`config.mk`:
```
export PLATFORM = sky130hd
export DESIGN_NAME = mc_ctrl
export DESIGN_NICKNAME = d
export VERILOG_FILES = /design/src/rtl/mc_pkg.sv /design/src/rtl/mc_decode.sv /design/src/rtl/mc_ctrl.sv
export SDC_FILE = /design/constraint.sdc
export NUM_CORES = 1
export LEC_CHECK = 0
export CAP_MARGIN = 20
export CORE_MARGIN = 1
export CORE_UTILIZATION = 43
export DETAILED_ROUTE_END_ITERATION = 8
export PLACE_DENSITY = 0.86
export SLEW_MARGIN = 0
export SYNTH_ARGS = -nofsm -noshare
export SYNTH_HDL_FRONTEND = slang
export SYNTH_SLANG_ARGS = --single-unit
```
`constraint.sdc`:
```
create_clock -name clk -period 3 [get_ports clk]
set_input_delay 0.3 -clock clk [delete_from_list [all_inputs] [get_ports clk]]
set_output_delay 0.3 -clock clk [all_outputs]
set_load 0.01 [all_outputs]
```
`src/rtl/mc_pkg.sv`:
```
// Shared definitions for the multicycle MIPS-subset control unit.
// Holds the FSM state encoding, the instruction class enum, and the opcode
// and funct constants. It also holds the encodings of the ALU op, extender op,
// next-PC select, register destination select and writeback source select.
package mc_pkg;

  // The numeric state values are visible on the debug port, so they are fixed.
  typedef enum logic [3:0] {
    StFetch  = 4'd0,
    StDecode = 4'd1,
    StMaddr  = 4'd2,
    StMread  = 4'd3,
    StMwb    = 4'd4,
    StMwr    = 4'd5,
    StRexe   = 4'd6,
    StRwb    = 4'd7,
    StBr     = 4'd8,
    StJmp    = 4'd9,
    StIexe   = 4'd10,
    StIwb    = 4'd11,
    StJrexe  = 4'd12,
    StJrwr   = 4'd13
  } state_e;

  typedef enum logic [3:0] {
    ClsRalu,
    ClsJr,
    ClsIalu,
    ClsLoad,
    ClsStore,
    ClsBeq,
    ClsBne,
    ClsJ,
    ClsJal,
    ClsIll
  } iclass_e;

  // Opcodes
  localparam logic [5:0] OpRtype = 6'b000000;
  localparam logic [5:0] OpAddiu = 6'b001001;
  localparam logic [5:0] OpOri   = 6'b001101;
  localparam logic [5:0] OpLui   = 6'b001111;
  localparam logic [5:0] OpLw    = 6'b100011;
  localparam logic [5:0] OpLb    = 6'b100000;
  localparam logic [5:0] OpSw    = 6'b101011;
  localparam logic [5:0] OpSb    = 6'b101000;
  localparam logic [5:0] OpBeq   = 6'b000100;
  localparam logic [5:0] OpBne   = 6'b000101;
  localparam logic [5:0] OpJ     = 6'b000010;
  localparam logic [5:0] OpJal   = 6'b000011;

  // R-type funct codes
  localparam logic [5:0] FnAddu = 6'b100001;
  localparam logic [5:0] FnSubu = 6'b100011;
  localparam logic [5:0] FnAnd  = 6'b100100;
  localparam logic [5:0] FnOr   = 6'b100101;
  localparam logic [5:0] FnSlt  = 6'b101010;
  localparam logic [5:0] FnSll  = 6'b000000;
  localparam logic [5:0] FnJr   = 6'b001000;

  // ALU operations
  localparam logic [3:0] AluAdd   = 4'b0000;
  localparam logic [3:0] AluSub   = 4'b0001;
  localparam logic [3:0] AluAnd   = 4'b0010;
  localparam logic [3:0] AluOr    = 4'b0011;
  localparam logic [3:0] AluSlt   = 4'b0100;
  localparam logic [3:0] AluSll   = 4'b0101;
  localparam logic [3:0] AluPassA = 4'b0111;

  // Immediate extender operations
  localparam logic [1:0] ExtZero = 2'b00;
  localparam logic [1:0] ExtSign = 2'b01;
  localparam logic [1:0] ExtLui  = 2'b10;

  // Next-PC source select
  localparam logic [2:0] JmpSeq    = 3'b000;
  localparam logic [2:0] JmpBranch = 3'b001;
  localparam logic [2:0] JmpJ      = 3'b010;
  localparam logic [2:0] JmpReg    = 3'b011;

  // Register file write address select
  localparam logic [1:0] RegDstRt = 2'b00;
  localparam logic [1:0] RegDstRd = 2'b01;
  localparam logic [1:0] RegDstRa = 2'b10;

  // Register file write data select
  localparam logic [1:0] MemToRegAlu  = 2'b00;
  localparam logic [1:0] MemToRegDext = 2'b01;
  localparam logic [1:0] MemToRegPc4  = 2'b10;

endpackage

```
`src/rtl/mc_decode.sv`:
```
// Combinational instruction decoder.
// Ports:
//   opcode - instr[31:26]
//   funct  - instr[5:0], only meaningful for R-type
//   iclass - instruction class, ClsIll for anything unsupported
//   aluop  - ALU operation for the execute state of R-type / I-ALU instructions
//   extop  - extender operation for I-ALU instructions
module mc_decode
  import mc_pkg::*;
(
  input  logic [5:0] opcode,
  input  logic [5:0] funct,
  output iclass_e    iclass,
  output logic [3:0] aluop,
  output logic [1:0] extop
);

  always_comb begin
    iclass = ClsIll;
    aluop  = AluAdd;
    extop  = ExtZero;
    case (opcode)
      OpRtype: begin
        case (funct)
          FnAddu: begin iclass = ClsRalu; aluop = AluAdd; end
          FnSubu: begin iclass = ClsRalu; aluop = AluSub; end
          FnAnd:  begin iclass = ClsRalu; aluop = AluAnd; end
          FnOr:   begin iclass = ClsRalu; aluop = AluOr;  end
          FnSlt:  begin iclass = ClsRalu; aluop = AluSlt; end
          FnSll:  begin iclass = ClsRalu; aluop = AluSll; end
          FnJr:   begin iclass = ClsJr;   aluop = AluPassA; end
          default: iclass = ClsIll;
        endcase
      end
      OpAddiu: begin iclass = ClsIalu; aluop = AluAdd; extop = ExtSign; end
      OpOri:   begin iclass = ClsIalu; aluop = AluOr;  extop = ExtZero; end
      OpLui:   begin iclass = ClsIalu; aluop = AluOr;  extop = ExtLui;  end
      OpLw, OpLb: iclass = ClsLoad;
      OpSw, OpSb: iclass = ClsStore;
      OpBeq:   iclass = ClsBeq;
      OpBne:   iclass = ClsBne;
      OpJ:     iclass = ClsJ;
      OpJal:   iclass = ClsJal;
      default: iclass = ClsIll;
    endcase
  end

endmodule

```
`src/rtl/mc_ctrl.sv`:
```
// Multicycle MIPS-subset control unit.
// Ports:
//   clk, rst     - rising-edge clock, asynchronous active-low reset
//   instr        - current instruction from IR (stable outside FETCH)
//   compare      - {zero, more, notless} from the ALU, combinational
//   PCWr, IRWr   - PC / IR write enables, forced low while rst is low
//   regdst, alusrc, memtoreg, regwe, memwe, validbr, jump, extop, aluop
//                - datapath selects and strobes
//   turn         - high in FETCH
//   illegal      - pulses in DECODE on an unsupported instruction
//   state        - current FSM state, for debug
module mc_ctrl
  import mc_pkg::*;
(
  input  logic        clk,
  input  logic        rst,
  input  logic [31:0] instr,
  input  logic [2:0]  compare,
  output logic        PCWr,
  output logic        IRWr,
  output logic [1:0]  regdst,
  output logic        alusrc,
  output logic [1:0]  memtoreg,
  output logic        regwe,
  output logic        memwe,
  output logic        validbr,
  output logic [2:0]  jump,
  output logic [1:0]  extop,
  output logic [3:0]  aluop,
  output logic        turn,
  output logic        illegal,
  output logic [3:0]  state
);

  state_e     state_q, state_d;
  iclass_e    iclass;
  logic [3:0] dec_aluop;
  logic [1:0] dec_extop;
  logic       pc_wr, ir_wr, taken;

  // Only opcode, funct and the zero flag drive control decisions.
  logic unused_bits;
  assign unused_bits = ^{instr[25:6], compare[1:0]};

  mc_decode u_decode (
    .opcode (instr[31:26]),
    .funct  (instr[5:0]),
    .iclass (iclass),
    .aluop  (dec_aluop),
    .extop  (dec_extop)
  );

  always_ff @(posedge clk or negedge rst) begin
    if (!rst) begin
      state_q <= StFetch;
    end else begin
      state_q <= state_d;
    end
  end

  always_comb begin
    state_d = StFetch;
    case (state_q)
      StFetch: state_d = StDecode;
      StDecode: begin
        case (iclass)
          ClsRalu:           state_d = StRexe;
          ClsJr:             state_d = StJrexe;
          ClsIalu:           state_d = StIexe;
          ClsLoad, ClsStore: state_d = StMaddr;
          ClsBeq, ClsBne:    state_d = StBr;
          ClsJ, ClsJal:      state_d = StJmp;
          default:           state_d = StFetch;
        endcase
      end
      StRexe:  state_d = StRwb;
      StIexe:  state_d = StIwb;
      StMaddr: state_d = (iclass == ClsStore) ? StMwr : StMread;
      StMread: state_d = StMwb;
      StJrexe: state_d = StJrwr;
      default: state_d = StFetch;
    endcase
  end

  // beq takes on zero, bne on not-zero.
  assign taken = (iclass == ClsBne) ? ~compare[2] : compare[2];

  always_comb begin
    pc_wr    = 1'b0;
    ir_wr    = 1'b0;
    regdst   = RegDstRt;
    alusrc   = 1'b0;
    memtoreg = MemToRegAlu;
    regwe    = 1'b0;
    memwe    = 1'b0;
    validbr  = 1'b0;
    jump     = JmpSeq;
    extop    = ExtZero;
    aluop    = AluAdd;
    turn     = 1'b0;
    illegal  = 1'b0;
    case (state_q)
      StFetch: begin
        ir_wr = 1'b1;
        pc_wr = 1'b1;
        turn  = 1'b1;
      end
      StDecode: illegal = (iclass == ClsIll);
      StRexe: aluop = dec_aluop;
      StRwb: begin
        regwe  = 1'b1;
        regdst = RegDstRd;
      end
      StIexe: begin
        alusrc = 1'b1;
        aluop  = dec_aluop;
        extop  = dec_extop;
      end
      StIwb: regwe = 1'b1;
      StMaddr: begin
        alusrc = 1'b1;
        extop  = ExtSign;
        aluop  = AluAdd;
      end
      StMwb: begin
        regwe    = 1'b1;
        memtoreg = MemToRegDext;
      end
      StMwr: memwe = 1'b1;
      StBr: begin
        aluop   = AluSub;
        jump    = JmpBranch;
        validbr = taken;
        pc_wr   = taken;
      end
      StJmp: begin
        pc_wr = 1'b1;
        jump  = JmpJ;
        if (iclass == ClsJal) begin
          regwe    = 1'b1;
          regdst   = RegDstRa;
          memtoreg = MemToRegPc4;
        end
      end
      StJrexe: aluop = AluPassA;
      StJrwr: begin
        pc_wr = 1'b1;
        jump  = JmpReg;
      end
      default: ;
    endcase
  end

  assign PCWr  = pc_wr & rst;
  assign IRWr  = ir_wr & rst;
  assign state = state_q;

endmodule

```
Word level (Yosys, flattened, before mapping). Memories as Yosys holds them, arrays and structs flattened. Cells that the tools add are included.

Add/subtract/negate cells: 0. Bitwise gates (word level): 3. Shifts and indexed selects: 0. Eq/ne operators: 34. Div/mod/pow operators: 0. $mul: 0. Reduce and logical (&&, ||, !) cells: 12. Order comparisons: 0. Multiplexer cells: 22.

Operators with widths (count): equality test 6 bit, second input constant (9); equality test 4 bit, second input constant (8); case mux 4 bit (8 select lines) (1); case mux 4 bit (7 select lines) (1); equality test 4 x 3 -> 1 bit, second input constant (6); equality test 6 x 4 -> 1 bit, second input constant (4); case mux 3 bit (6 select lines) (1); case mux 2 bit (2 select lines) (4); case mux 4 bit (2 select lines) (2); equality test 6 x 2 -> 1 bit, second input constant (2); equality test 6 x 3 -> 1 bit, second input constant (2); zero test 6 bit (2); case mux 4 bit (3 select lines) (1); OR reduction 2 bit (5); OR reduction 3 bit (3); equality test 4 x 2 -> 1 bit, second input constant (2); two-way mux 1 bit (7); case mux 2 bit (3 select lines) (1); OR reduction 6 bit (1); equality test 4 x 1 -> 1 bit, second input constant (1); zero test 4 bit (1); case mux 1 bit (2 select lines) (2); two-way mux 3 bit (1); AND 1 bit (2); other kinds (2) (2).

Memory bits (writable): 0. Bits in read-only memories: 64. Word-level logic and storage cells: 73. Flip-flop bits (word level): 4. Bits in latches: 0. Memories kept: 1. Output and inout port bits: 25. Input bits: 37.

Memories: (no name shown) (words 16, bits a word 4, read ports 1, clocked after Yosys merged registers in 0, write ports 0, RTL line mc_ctrl.sv:66) `case (iclass)`.

Logic depth before layout (Yosys ltp).
Depth in word-level cells: 8. Depth in mapped cells: 11. Gate-level depth less buffers: 10.

Cells and area by module. Synthesis repeated with hierarchy kept, for this count alone.

Cell total of the unflattened synthesis: 147. Area, all modules: 1122.3 sq um.

By module, submodules not included: mc_ctrl (sequential area each 100.1 sq um, area each 675.6 sq um, cells an instance 86, instances 1); mc_decode (sequential area each 0.0 sq um, area each 446.7 sq um, cells an instance 61, instances 1).

Least setup slack after synthesis. OpenSTA, ideal clock, no wires.

Path type: input to output. From: in instr[31]. To: out regdst[1]. Stages: 10. Path buffers: 3. Setup slack: 0.396 ns. Required time: 2.700 ns. Arrival time: 2.304 ns. Cell sequence: buf_4 -> buf_2 -> xor2_1 -> nor4_1 -> o211ai_1 -> inv_1 -> ha_1 -> nand2_1 -> nor4_1 -> buf_4.

Longest elaborated chain between the ends: 6. Elaborated cells between the ends (all ways): 19. Those cells by class: 12 x eq/ne; 3 x mux; 4 x reduce/logical.

RTL lines: start: declaration (RTL line mc_ctrl.sv:17) `input logic [31:0] instr,`; equality test 6 x 4 -> 1 bit or equality test 6 bit (tied branches) (RTL line mc_decode.sv:22) `case (opcode)`; OR reduction 3 bit (no line) or OR reduction 2 bit (tied branches); case mux 4 bit (8 select lines) (*) (RTL line mc_decode.sv:22); equality test 4 bit (*) (RTL line mc_ctrl.sv:139) `if (iclass == ClsJal) begin`; two-way mux 2 bit (*) (RTL line mc_ctrl.sv:139); case mux 2 bit (2 select lines) (*) (RTL line mc_ctrl.sv:102) `case (state_q)`; end: declaration (RTL line mc_ctrl.sv:21) `output logic [1:0] regdst,`.

Mark *: on every way between the ends. The rest lies on a longest branch, timed or not.

Worst setup path after layout.
From: in instr[26]. To: out aluop[0].

Longest elaborated chain between the ends: 4. Elaborated cells between the ends (all ways): 6. Those cells by class: 2 x eq/ne; 2 x mux; 2 x reduce/logical.

RTL lines: equality test 6 x 4 -> 1 bit (RTL line mc_decode.sv:22); OR reduction 2 bit (no line); case mux 4 bit (2 select lines) (*) (RTL line mc_decode.sv:22); case mux 4 bit (3 select lines) (*) (RTL line mc_ctrl.sv:102); end: declaration (RTL line mc_ctrl.sv:29) `output logic [3:0] aluop,`.

Marked as above.

==> results <==
[path summary, 6_finish.rpt]
check                           end  slack (ns)
hold / removal             state[2]        0.30
setup reg to reg           state[2]        1.29
hold reg to reg            state[2]        0.75
setup / recovery           aluop[0]        0.07
max in group asynchronous  state[0]        2.49
min in group clk           state[2]        0.75
[cell usage in the layout (no fill, tap or decap), types with 4 or more instances in the layout]
cell | synthesis | routed
dlygate4sd2_1 | 0 | 4
o21ai_0 | 5 | 4
buf_4 | 4 | 34
ha_1 | 4 | 4
nor3_1 | 5 | 4
nor2b_1 | 7 | 7
inv_1 | 8 | 8
nor2_1 | 18 | 16
nand2b_1 | 7 | 7
xor2_1 | 5 | 5
o211ai_1 | 4 | 4
dfrtp_1 | 4 | 4
clkdlybuf4s50_1 | 0 | 25
a21oi_1 | 4 | 4
dlymetal6s2s_1 | 0 | 5
nand2_1 | 10 | 10
[report_power, final]
| part | leakage (nW) | total, mW | internal, mW | switching, mW |
|---|---|---|---|---|
| combinational | 0.711 | 0.504 | 0.235 | 0.269 |
| sequential | 0.0529 | 0.0808 | 0.0686 | 0.0122 |
| clock | 0.0138 | 0.0658 | 0.0447 | 0.0211 |
| total | 0.777 | 0.650 | 0.348 | 0.302 |
[kinds of logic after synthesis]
family,share of synthesized area [%]
adders and majority gates,4.16
other,0.312
and+or+nand+nor,36.8
AOI/OAI and AO/OA,32.5
buffers and inverters,9.99
xor gates and xnor gates,5.83
DFF,8.32
muxes,2.08
[stage by stage]
stage	setup TNS, ns	std cells	cell area (sq um)
2_1_floorplan	0	164	1210
3_3_place_gp	-1.06	248	1770
3_5_place_dp	-1.35	248	1770
4_1_cts	0	251	1800
5_1_grt	-0.0180	252	1830
6_report	0	252	1830
[cell type report]
type                       count  area, sq um
clock buffer                   3         22.5
fill                         193          733
inverter                       8         30.0
sequential                     4          100
tap                           30         37.5
timing repair buffer          71          623
multi-input combinational    136         1020
[critical path: cells and delay by family]
family,cells,cell delay [ns]
compound gates,2,0.42
buf+inv,2,1.05
simple gates,3,0.86
[per-layer routing]
layer	GRT usage (%)	share of wire (%)
met4	3.85	0.96
met3	3.33	5.8
met2	46.8	52
met1	32.6	41
met5	0	0
[timing repair]
action,in CTS,in global routing
pin swaps,0,2
gates resized for setup,11,17
setup buffers,0,1
gates cloned,0,0
endpoints found under the setup margin,6,7
==> results.sh <==
export IMPL_outcome="completed"
export IMPL_slowest_stage="or4_1"
export IMPL_cp_cell_sequence="clkdlybuf4s50_1 -> nor2_2 -> nand3_1 -> or4_1 -> a211o_1 -> o21ai_1 -> clkdlybuf4s50_1"
export IMPL_antenna_cells=0
export IMPL_drc=0
export IMPL_skew_ns=0.00276
export IMPL_hold_violations=0
export IMPL_io_pins=62
export IMPL_synth_area_leaders="dfrtp_1 (8.3%), nor2_1 (5.6%), ha_1 (4.2%)"
export IMPL_total_power_mw=0.650
export IMPL_nNetsFinal=265
export IMPL_drt_initial_drc_count=43
export IMPL_slew_violations=0
export IMPL_via_count=1472
export IMPL_syn_inst=163
export IMPL_tritoncts="done"
export IMPL_critPathMaxFanout=5
export IMPL_pre_cts_ws_ns=-0.288
export IMPL_syn_cell_area_sq_um=1200
export IMPL_cts_sinks=4
export IMPL_synth_edf_count=0
export IMPL_r2r_start="state[3]"
export IMPL_synth_top_area_share_pct=8.32
export IMPL_vias_per_cell=5.84
export IMPL_synth_commonest_cells="nor2_1 (18), nand2_1 (10), inv_1 (8)"
export IMPL_finalSetupViolCount=0
export IMPL_io_buffers=37
export IMPL_core_area_sq_um=2570
export IMPL_worst_slack_ns=0.0722
export IMPL_dieArea_sq_um=3010
export IMPL_drive_above_1_share_pct=23.9
export IMPL_vdd_drop_max_uv=518
export IMPL_p_per_area_nw_per_um2=355
export IMPL_path_common_cell="clkdlybuf4s50_1"
export IMPL_required_ns=2.70
export IMPL_synthArstFlopShare_pct=100
export IMPL_worstPathArrival_ns=2.63
export IMPL_synth_top_area_cell="dfrtp_1"
export IMPL_hpwl_microns=2960
export IMPL_ys_seq_area_share_pct=8.32
export IMPL_hold_slack_ns=0.302
export IMPL_cpPeakStageDelay_ns=0.57
export IMPL_critical_path_class="primary input to output port"
export IMPL_synth_warnings=0
export IMPL_yosysMostFrequentCell="nor2_1"
export IMPL_die_w_microns=54.9
export IMPL_cts_hold_buf=0
export IMPL_ant_nets=0
export IMPL_track_usage_pct=25.9
export IMPL_num_rows=18
export IMPL_startpoint_type="primary input"
export IMPL_start_util_pct=46.8
export IMPL_fp_dieH_microns=54.9
export IMPL_wl_per_cell_microns=14.5
export IMPL_syn_area_per_cell_sq_um=7.38
export IMPL_min_period_ns=2.93
export IMPL_numCtsBuffers=3
export IMPL_drv_cap=0
export IMPL_synth_distinct_cells=60
export IMPL_clock_root_buffer="clkbuf_4"
export IMPL_crit_path_end_kind="output port"
export IMPL_antenna_found_initial=0
export IMPL_fin_crit_sh_pct=97.6
export IMPL_clkSlewWorstSetupHoldPaths_ns=0.04
export IMPL_fmax_mhz=342
export IMPL_ys_seq_elements=4
export IMPL_htree_num_levels=1
export IMPL_r2r_cells=5
export IMPL_grt_pass1_wl_microns=5730
export IMPL_grt_pass1_vias=1301
export IMPL_startpoint="instr[26]"
export IMPL_grt_max_degree=18
export IMPL_hold_class="primary input to async pin"
export IMPL_grt_overflow=0
export IMPL_syn2layout_area_growth_pct=52.5
export IMPL_post_route_util_pct=71.4
export IMPL_dr_pass1_iters=4
export IMPL_routabilityCongestion=0.885
export IMPL_clock_latency_ns=0.23
export IMPL_wl_microns=3650
export IMPL_power_leakage_nw=0.777
export IMPL_cts_buffer_depth=2
export IMPL_largest_reg_flops=4
export IMPL_ys_flop_type="dfrtp_1"
Note: power is estimated with default switching activity, not from simulation.
